<file path="src/rtl/lcd_capture.sv">
// lcd_capture: captures an RGB/HS/VS/DE LCD stream into addressed pixel writes with timing checks.
// Defining LCD_CAPTURE_CRC_EN adds a per-frame CRC-16-CCITT on oFrameCRC; otherwise it is tied to 0.
module lcd_capture #(
    parameter int unsigned H_ACT = 800,
    parameter int unsigned V_ACT = 480
) (
    input  logic        iCLK,
    input  logic        iRST_N,
    input  logic [7:0]  iLCD_R,
    input  logic [7:0]  iLCD_G,
    input  logic [7:0]  iLCD_B,
    input  logic        iLCD_HS,
    input  logic        iLCD_VS,
    input  logic        iLCD_DE,
    output logic [23:0] oPixel,
    output logic [9:0]  oX,
    output logic [9:0]  oY,
    output logic [21:0] oAddress,
    output logic        oWrite,
    output logic        oFrameDone,
    output logic        oLocked,
    output logic        oErr,
    output logic [15:0] oFrameCRC
);
    localparam int unsigned RUN_W  = $clog2(H_ACT + 2);
    localparam int unsigned LINE_W = $clog2(V_ACT + 1);
    localparam int unsigned ADDR_W = 22;

    typedef enum logic [1:0] {SEARCH, VSYNC, FRAME} state_t;

    state_t            r_state;
    logic [7:0]        r_r, r_g, r_b;
    logic              r_hs, r_vs, r_de, r_vs_d, r_de_d;
    logic [RUN_W-1:0]  r_run;
    logic [LINE_W-1:0] r_line;
    logic              w_vs_fall, w_vs_rise, w_de_fall, w_run_full, w_run_sat;

    assign w_vs_fall  = r_vs_d & ~r_vs;
    assign w_vs_rise  = ~r_vs_d & r_vs;
    assign w_de_fall  = r_de_d & ~r_de;
    assign w_run_full = (r_run == RUN_W'(H_ACT));
    assign w_run_sat  = (r_run == RUN_W'(H_ACT + 1));

`ifdef LCD_CAPTURE_CRC_EN
    logic [15:0] r_crc;

    // CRC-16-CCITT over 24 bits, MSB first
    function automatic logic [15:0] crc_upd(input logic [15:0] c, input logic [23:0] d);
        logic [15:0] v;
        v = c;
        for (int i = 23; i >= 0; i--) begin
            v = {v[14:0], 1'b0} ^ ((v[15] ^ d[i]) ? 16'h1021 : 16'h0000);
        end
        return v;
    endfunction
`else
    assign oFrameCRC = 16'h0000;
`endif

    always_ff @(posedge iCLK or negedge iRST_N) begin
        if (!iRST_N) begin
            r_state    <= SEARCH;
            r_r        <= '0;
            r_g        <= '0;
            r_b        <= '0;
            r_hs       <= 1'b0;
            r_vs       <= 1'b0;
            r_de       <= 1'b0;
            r_vs_d     <= 1'b0;
            r_de_d     <= 1'b0;
            r_run      <= '0;
            r_line     <= '0;
            oPixel     <= '0;
            oX         <= '0;
            oY         <= '0;
            oAddress   <= '0;
            oWrite     <= 1'b0;
            oFrameDone <= 1'b0;
            oLocked    <= 1'b0;
            oErr       <= 1'b0;
`ifdef LCD_CAPTURE_CRC_EN
            r_crc      <= 16'hFFFF;
            oFrameCRC  <= '0;
`endif
        end else begin
            r_r        <= iLCD_R;
            r_g        <= iLCD_G;
            r_b        <= iLCD_B;
            r_hs       <= iLCD_HS;
            r_vs       <= iLCD_VS;
            r_de       <= iLCD_DE;
            r_vs_d     <= r_vs;
            r_de_d     <= r_de;
            oWrite     <= 1'b0;
            oFrameDone <= 1'b0;
            oErr       <= 1'b0;
`ifdef LCD_CAPTURE_CRC_EN
            if (w_vs_rise) begin
                r_crc <= 16'hFFFF;
            end
`endif
            case (r_state)
                SEARCH: begin
                    r_run <= '0;
                    if (w_vs_fall) begin
                        r_state <= VSYNC;
                    end
                end
                VSYNC: begin
                    r_run <= '0;
                    if (r_de) begin
                        oErr    <= 1'b1;
                        oLocked <= 1'b0;
                        r_state <= SEARCH;
                    end else if (w_vs_rise) begin
                        r_line  <= '0;
                        r_state <= FRAME;
                    end
                end
                FRAME: begin
                    if (w_vs_fall) begin
                        oErr    <= 1'b1;
                        oLocked <= 1'b0;
                        r_state <= VSYNC;
                    end else if (r_de) begin
                        r_run <= w_run_sat ? r_run : RUN_W'(r_run + 1'b1);
                        // overlong run is flagged on its extra pixel, not at DE fall
                        if (!r_hs || w_run_full) begin
                            oErr    <= 1'b1;
                            oLocked <= 1'b0;
                            r_state <= SEARCH;
                        end else begin
                            oWrite   <= 1'b1;
                            oPixel   <= {r_r, r_g, r_b};
                            oX       <= 10'(r_run);
                            oY       <= 10'(r_line);
                            oAddress <= ADDR_W'(r_line) * ADDR_W'(H_ACT) + ADDR_W'(r_run);
`ifdef LCD_CAPTURE_CRC_EN
                            r_crc    <= crc_upd(r_crc, {r_r, r_g, r_b});
`endif
                        end
                    end else begin
                        r_run <= '0;
                        if (w_de_fall) begin
                            if (!w_run_full) begin
                                oErr    <= 1'b1;
                                oLocked <= 1'b0;
                                r_state <= SEARCH;
                            end else if (r_line == LINE_W'(V_ACT - 1)) begin
                                oFrameDone <= 1'b1;
                                oLocked    <= 1'b1;
                                r_line     <= LINE_W'(r_line + 1'b1);
`ifdef LCD_CAPTURE_CRC_EN
                                oFrameCRC  <= r_crc;
`endif
                                r_state    <= SEARCH;
                            end else begin
                                r_line <= LINE_W'(r_line + 1'b1);
                            end
                        end
                    end
                end
                default: r_state <= SEARCH;
            endcase
        end
    end
endmodule

</file>
<file path="config.mk">
export PLATFORM = sky130hd
export DESIGN_NAME = lcd_capture
export DESIGN_NICKNAME = d
export VERILOG_FILES = /design/src/rtl/lcd_capture.sv
export SDC_FILE = /design/constraint.sdc
export NUM_CORES = 1
export LEC_CHECK = 0
export ABC_AREA = 1
export BUFFER_PORTS_ARGS = -buffer_cell sky130_fd_sc_hd__buf_4
export CAP_MARGIN = 20
export CORE_ASPECT_RATIO = 2
export CORE_MARGIN = 1.5
export CORE_UTILIZATION = 45
export CTS_CLUSTER_SIZE = 25
export DETAILED_ROUTE_END_ITERATION = 10
export PLACE_DENSITY = 0.67
export SLEW_MARGIN = 5
export SYNTH_ARGS = -nofsm -noshare
export SYNTH_HDL_FRONTEND = slang
export SYNTH_SLANG_ARGS = --single-unit
</file>
<file path="constraint.sdc">
create_clock -name iCLK -period 9.3 [get_ports iCLK]
set_clock_uncertainty 0.2 [all_clocks]
set_input_delay 2.325 -clock iCLK [delete_from_list [all_inputs] [get_ports iCLK]]
set_output_delay 2.325 -clock iCLK [all_outputs]
set_load 0.05 [all_outputs]
</file>
==> results.json, run 1 <==
{
  "wire_per_inst_um": 14.70,
  "drc_errors": 0,
  "nets": 843,
  "hpwl_mm": 10.18,
  "yosys.area_share.xor_xnor_pct": 2.367,
  "cellPowerDensity_mw_per_mm2": 225.1,
  "dieArea_sq_mm": 0.01390,
  "drtIter0Drc": 187,
  "critPathMaxStageDelay_ns": 0.41,
  "ys_warn_count": 0,
  "cp_data_required_time_ns": 6.78,
  "ys_types": 39,
  "grt_pass1_vias": 4726,
  "pin_count": 115,
  "met2_length_mm": 7.907,
  "num_rows": 59,
  "status": "complete, no violations",
  "post-place-ws_ns": 5.388,
  "final_cell_area_sq_mm": 0.006945,
  "crit_path_max_fanout": 2,
  "synthMuxAreaShare_pct": 0,
  "final_cell_mix": "217 x nand2_1, 112 x dfrtp_1, 97 x buf_4, 66 x inv_1, 44 x ha_1",
  "maxSlewViolCount": 0,
  "drive_gt1_share_pct": 18.57,
  "setup_ws_ns": 5.803,
  "synth_cells": 678,
  "place_congestion": 0.8226,
  "fmax_mhz": 286.0,
  "coreArea_sq_mm": 0.01292,
  "tightestPinTransition_ns": 0.9006,
  "syn-cell-area_sq_mm": 0.005921,
  "critical_path_class": "reg2out",
  "htreeDepth": 3,
  "antenna_found_initial": 0,
  "yosysSeqAreaShare_pct": 47.34,
  "ys_ff_latch": 112,
  "end_kind": "output pin",
  "die_h_um": 165.2,
  "period_needed_ns": 3.497,
  "finalHoldWorstSlack_ns": 0.1818,
  "finalSetupViolations": 0,
  "worst-r2r-cell-count": 19,
  "reg2reg_to": "oAddress[17]",
  "switching_power_uw": 659.3,
  "crit_end": "oPixel[12]",
  "cap_viol_max_count": 0,
  "placed_area_sq_mm": 0.006634,
  "rsz0062_at_grt": "false",
  "portBuffers": 95,
  "cp_slowest_cell": "dfrtp_1",
  "hold_depth": 0,
  "rr_startpoint": "r_line[5]",
  "grtUsageTotal_pct": 20.46,
  "path_cells": "buf_4",
  "clk_latency_ns": 0.36,
  "final.setup.tns_ns": 0,
  "cts_buffers": 9,
  "vias": 4632,
  "synthSimpleGateAreaFrac_pct": 23.50,
  "grt_max_degree": 84,
  "grt_pass1_wl_mm": 22.53,
  "final_common_cell": "nand2_1",
  "area_growth_pct": 17.31,
  "finish.utilization_pct": 53.76,
  "crit_cells": 1,
  "clk_pin_slew_ns": 0.09,
  "stdcell_count": 922,
  "irDropWorstVdd_mv": 0.1731,
  "top_layer": "met4",
  "synth_top_family_by_area": "simple AND/OR/NAND/NOR gates",
  "placed_cells": 906,
  "postRouteWirelength_mm": 13.55,
  "start_util_pct": 45.83,
  "synth_compound_area_share_pct": 6.298,
  "grt_overflow": 0,
  "diodes": 0,
  "relSlewSlack_pct": 39.96,
  "first_pass_iters": 4,
  "hold_buffers": 0,
  "hold_path_class": "reg2reg",
  "p_clk_share_pct": 26.1,
  "synthAdderAreaFrac_pct": 10.99,
  "final_hold_viol_count": 0,
  "cts_tree": "yes",
  "cpLargestDelayFamily": "flip-flops",
  "critPathLaunchType": "flop",
  "wl_met3_um": 386,
  "crit_buf_inv": 1,
  "post-cts-setup-buffers": 0,
  "wl_met1_mm": 4.831,
  "switching_share_pct": 42.16,
  "die_w_um": 84.11,
  "p_int_uw": 904.4,
  "cts.sinks": 112,
  "cts.repair.resized": 0,
  "critPathArrivalTime_ns": 0.97,
  "clockRootBuffer": "clkbuf_16",
  "period_share_pct": 37.60,
  "avgViaCountPerCell": 5.024,
  "final_antenna_net_count": 0,
  "power.total_mw": 1.564,
  "combPwrFrac_pct": 35.3,
  "crit_path_start": "oPixel[12]",
  "r2r_setup_slack_ns": 5.84,
  "synth.avg_cell_area_sq_um": 8.733,
  "sequentialPowerShare_pct": 38.6,
  "cts_max_path_buffers": 2,
  "leakage_nw": 3.778
}
[how the worst min path moves through the flow]
stage               start      to
CTS                  r_vs  r_vs_d
detailed placement   r_vs  r_vs_d
global placement     r_vs  r_vs_d
global route         r_vs  r_vs_d
floorplan            r_vs  r_vs_d
finish               r_vs  r_vs_d
[sequential cells by signal (all words and copies together) (netlist names), 8 cells and up]
signal and flops:
oY 9, r_r 8, oAddress 15, r_line 9, oX 10, r_b 8, oPixel 24, r_run 10
r_g 8
[power groups by stage]
| stage | sequential (mW) | combinational (mW) | clock [mW] |
|---|---|---|---|
| global placement | 0.610 | 0.544 | 0 |
| detailed placement | 0.613 | 0.553 | 0 |
| global route | 0.613 | 0.597 | 0.437 |
| floorplan | 0.806 | 0.205 | 0 |
| finish | 0.604 | 0.552 | 0.408 |
| CTS | 0.605 | 0.556 | 0.418 |
[synthesized netlist by cell type]
cell | number | share of area (%)
nand3b_1 | 2 | 0.25
xor2_1 | 12 | 1.8
nand2_4 | 1 | 0.19
dfrtp_1 | 112 | 47
nor2_1 | 27 | 1.7
nor3_1 | 4 | 0.34
a21oi_1 | 13 | 1.1
nand2_1 | 217 | 14
nor4_2 | 1 | 0.21
nand2_2 | 9 | 0.95
nand4_1 | 6 | 0.63
conb_1 | 1 | 0.063
nor3b_1 | 1 | 0.13
buf_2 | 11 | 0.93
xnor2_1 | 4 | 0.59
nor2_2 | 4 | 0.42
o31ai_1 | 4 | 0.51
inv_2 | 5 | 0.32
o22ai_1 | 1 | 0.11
nor4_1 | 2 | 0.21
nand3_1 | 40 | 3.4
clkinv_8 | 1 | 0.27
and3_1 | 1 | 0.11
buf_6 | 2 | 0.38
buf_4 | 26 | 3.3
nand3_2 | 3 | 0.51
a2bb2oi_1 | 1 | 0.15
clkinv_1 | 1 | 0.063
o31ai_2 | 3 | 0.63
a31oi_1 | 2 | 0.21
o21ai_0 | 38 | 3.2
and3b_1 | 1 | 0.15
fa_1 | 5 | 1.7
nor2_4 | 2 | 0.38
nor3_2 | 1 | 0.17
inv_1 | 66 | 4.2
o21ai_1 | 3 | 0.25
o21bai_1 | 1 | 0.13
ha_1 | 44 | 9.3
[routing by layer]
metal | track usage, % | up-vias
met3 | 3.032 | 32
met2 | 39.85 | 107
met4 | 9.687 | 0
met1 | 20.98 | 2201
met5 | 0 | -
li1 | - | 2292
[final cells by class]
cell class                 count  area [sq um]
clock buffer                   9         225.2
clock inverter                 7         86.33
fill                        1181          5973
inverter                      73         286.5
multi-input combinational    472          2626
sequential                   112          2803
tap                          152         190.2
timing repair buffer          97         728.2
[logic make-up (layout without fill, tap and decap cells)]
family,after synthesis,in the layout
compound gates,66,66
xor+xnor,16,16
fa+ha+maj,49,49
buf+inv,112,186
flops,112,112
other cells,1,19
simple gates,322,322
Power figures use the tool's default switching activity.
==> run 2: changes to the inputs <==
--- a/config.mk
+++ b/config.mk
@@ -13,7 +13,7 @@
 export CORE_UTILIZATION = 45
 export CTS_CLUSTER_SIZE = 25
 export DETAILED_ROUTE_END_ITERATION = 10
-export PLACE_DENSITY = 0.67
+export PLACE_DENSITY = 0.7
 export SLEW_MARGIN = 5
 export SYNTH_ARGS = -nofsm -noshare
 export SYNTH_HDL_FRONTEND = slang
==> constraint.sdc (replaced) <==
create_clock -name iCLK -period 3.2 [get_ports iCLK]
set_clock_uncertainty 0.2 [all_clocks]
set_input_delay 0.8 -clock iCLK [delete_from_list [all_inputs] [get_ports iCLK]]
set_output_delay 0.8 -clock iCLK [all_outputs]
set_load 0.05 [all_outputs]
==> run 2 against run 1 <==
Compared with the run above:
- the flow now finishes with violations (setup timing)
- critical path depth rose by 14
- critical endpoint is now oAddress[17]
- utilization rose by 3.1 points
- sequential cell count did not move
- critical path type is now reg2reg
- die area did not move
- routed wire length rose by 10%
- first-iteration DRC count rose by 37%
- register-to-register slack got worse by 5.9 ns
- largest power group unchanged
- cell count rose by 3.5%
- worst hold slack improved by 0.013 ns
- via count rose by 5.7%
- clock power rose to 2.7 times the previous value
- highest routed layer unchanged
==> results.json, run 2 (synthesized netlist as in run 1, its figures left out) <==
{
  "status": "finished, violations left",
  "violations": "setup timing",
  "final_cell_mix": "208 x nand2_1, 128 x buf_4, 112 x dfrtp_1, 62 x inv_1",
  "cp_data_required_time_ns": 3.25,
  "avgViaCountPerCell": 5.131,
  "leakage_nw": 3.927,
  "rr_startpoint": "r_line[3]",
  "first_pass_iters": 5,
  "crit_end": "oAddress[17]",
  "wire_per_inst_um": 15.66,
  "start_util_pct": 45.83,
  "placed_cells": 926,
  "cpLargestDelayFamily": "adder cells",
  "diodes": 0,
  "reg2reg_to": "oAddress[17]",
  "num_rows": 59,
  "grt_pass1_wl_mm": 23.39,
  "placed_area_sq_mm": 0.006797,
  "drive_gt1_share_pct": 25.31,
  "r2r_setup_slack_ns": -0.02,
  "coreArea_sq_mm": 0.01292,
  "htreeDepth": 3,
  "critPathLaunchType": "flop",
  "stdcell_count": 954,
  "power.total_mw": 4.504,
  "end_kind": "flop",
  "final_antenna_net_count": 0,
  "drc_errors": 0,
  "place_congestion": 0.8926,
  "finalSetupViolations": 3,
  "hold_buffers": 0,
  "reg_top3": "oPixel: 24 flops, oAddress: 15 flops",
  "portBuffers": 95,
  "critical_path_class": "reg2reg",
  "crit_cells": 15,
  "crit_path_max_fanout": 5,
  "fmax_mhz": 310.4,
  "vias": 4895,
  "post-place-ws_ns": -0.1951,
  "clk_pin_slew_ns": 0.08,
  "hold_path_class": "reg2reg",
  "clk_latency_ns": 0.36,
  "grtUsageTotal_pct": 21.38,
  "cap_viol_max_count": 0,
  "period_share_pct": 100.7,
  "final.setup.tns_ns": -0.04465,
  "die_w_um": 84.11,
  "dieArea_sq_mm": 0.01390,
  "critPathArrivalTime_ns": 3.27,
  "worst-r2r-cell-count": 15,
  "final_common_cell": "nand2_1",
  "clockRootBuffer": "clkbuf_16",
  "largest_reg_flops": 24,
  "cts_buffers": 9,
  "pin_count": 115,
  "relSlewSlack_pct": 56.32,
  "final_hold_viol_count": 0,
  "die_h_um": 165.2,
  "cp_slowest_cell": "fa_1",
  "path_cells": "ha_1 > ha_1 > inv_1 > fa_1 > inv_2 > ha_4 > inv_4 > nand2_4 > nand3_2 > nand2_2 > nand4_1 > nor2_4 > a21oi_2 > nand2_1 > nand2_1",
  "grt_overflow": 0,
  "crit_buf_inv": 3,
  "largest_register": "oPixel",
  "area_growth_pct": 23.96,
  "drtIter0Drc": 257,
  "crit_path_start": "r_line[3]",
  "antenna_found_initial": 0,
  "postRouteWirelength_mm": 14.94,
  "irDropWorstVdd_mv": 0.5253,
  "maxSlewViolCount": 0,
  "cts_max_path_buffers": 2,
  "rsz0062_at_grt": "true",
  "period_needed_ns": 3.222,
  "setup_ws_ns": -0.02217,
  "tightestPinTransition_ns": 0.6492,
  "hpwl_mm": 11.06,
  "cts_tree": "yes",
  "critPathMaxStageDelay_ns": 0.49,
  "cts.sinks": 112,
  "nets": 875,
  "cellPowerDensity_mw_per_mm2": 613.6,
  "final_cell_area_sq_mm": 0.007340,
  "grt_max_degree": 58,
  "grt_pass1_vias": 5116
}
-- run 2: cell count changes in the layout (fill, tap and decap cells not counted), moves of 3 or more --
| cell | change |
|---|---|
| nand3_1 | -4 |
| nand3_2 | +4 |
| ha_1 | -8 |
| nand2_2 | +6 |
| ha_4 | +6 |
| nand2_4 | +3 |
| inv_2 | +3 |
| inv_1 | -4 |
| nand2_1 | -9 |
| buf_4 | +31 |
-- run 2: worst min path at each step --
stage | from | end | slack [ns] | cells after the start
after global routing | r_vs | r_vs_d | 0.21 | 0
after global placement | r_vs | r_vs_d | 0.17 | 0
final | r_vs | r_vs_d | 0.19 | 0
after detailed placement | r_vs | r_vs_d | 0.17 | 0
after floorplan | r_vs | r_vs_d | 0.15 | 0
after CTS | r_vs | r_vs_d | 0.19 | 0
-- run 2: cell type report --
cell class	instances	area (sq um)
multi-input cells	472	2786
fillers	1115	5579
repair buffers	129	980.9
clock inverters	6	61.31
clock buffers	10	229.0
well taps	152	190.2
inverters	73	289.0
flip-flops and latches	112	2803
-- run 2: power by group --
| part | internal, mW | leakage [nW] | switching [mW] |
|---|---|---|---|
| Clock | 0.547 | 0.138 | 0.560 |
| Sequential | 1.62 | 1.47 | 0.125 |
| Combinational | 0.460 | 2.32 | 1.19 |
-- run 2: metrics by stage --
stage | hold WS [ns] | utilization (%)
detailed placement | 0.1748 | 52.61
CTS | 0.1943 | 55.85
floorplan | 0.1537 | -
finish | 0.1948 | 56.81
global placement | 0.1717 | 52.61
global route | 0.2087 | 56.81
-- run 2: timing repair --
action / in CTS / in global routing
setup endpoints to repair: 6 / 7
pin swaps: 15 / 18
gates resized for setup: 11 / 26
setup buffers: 8 / 4
-- run 2: per-layer routing --
layer | vias up | share of wire, % | GRT usage, % | routed length, um
met1 | 2386 | 34 | 20.18 | 5139
met3 | 45 | 2.8 | 3.628 | 419
met4 | 0 | 4.8 | 12.37 | 712
li1 | 2352 | - | - | -
met2 | 112 | 58 | 42.18 | 8671
met5 | - | 0 | 0 | 0
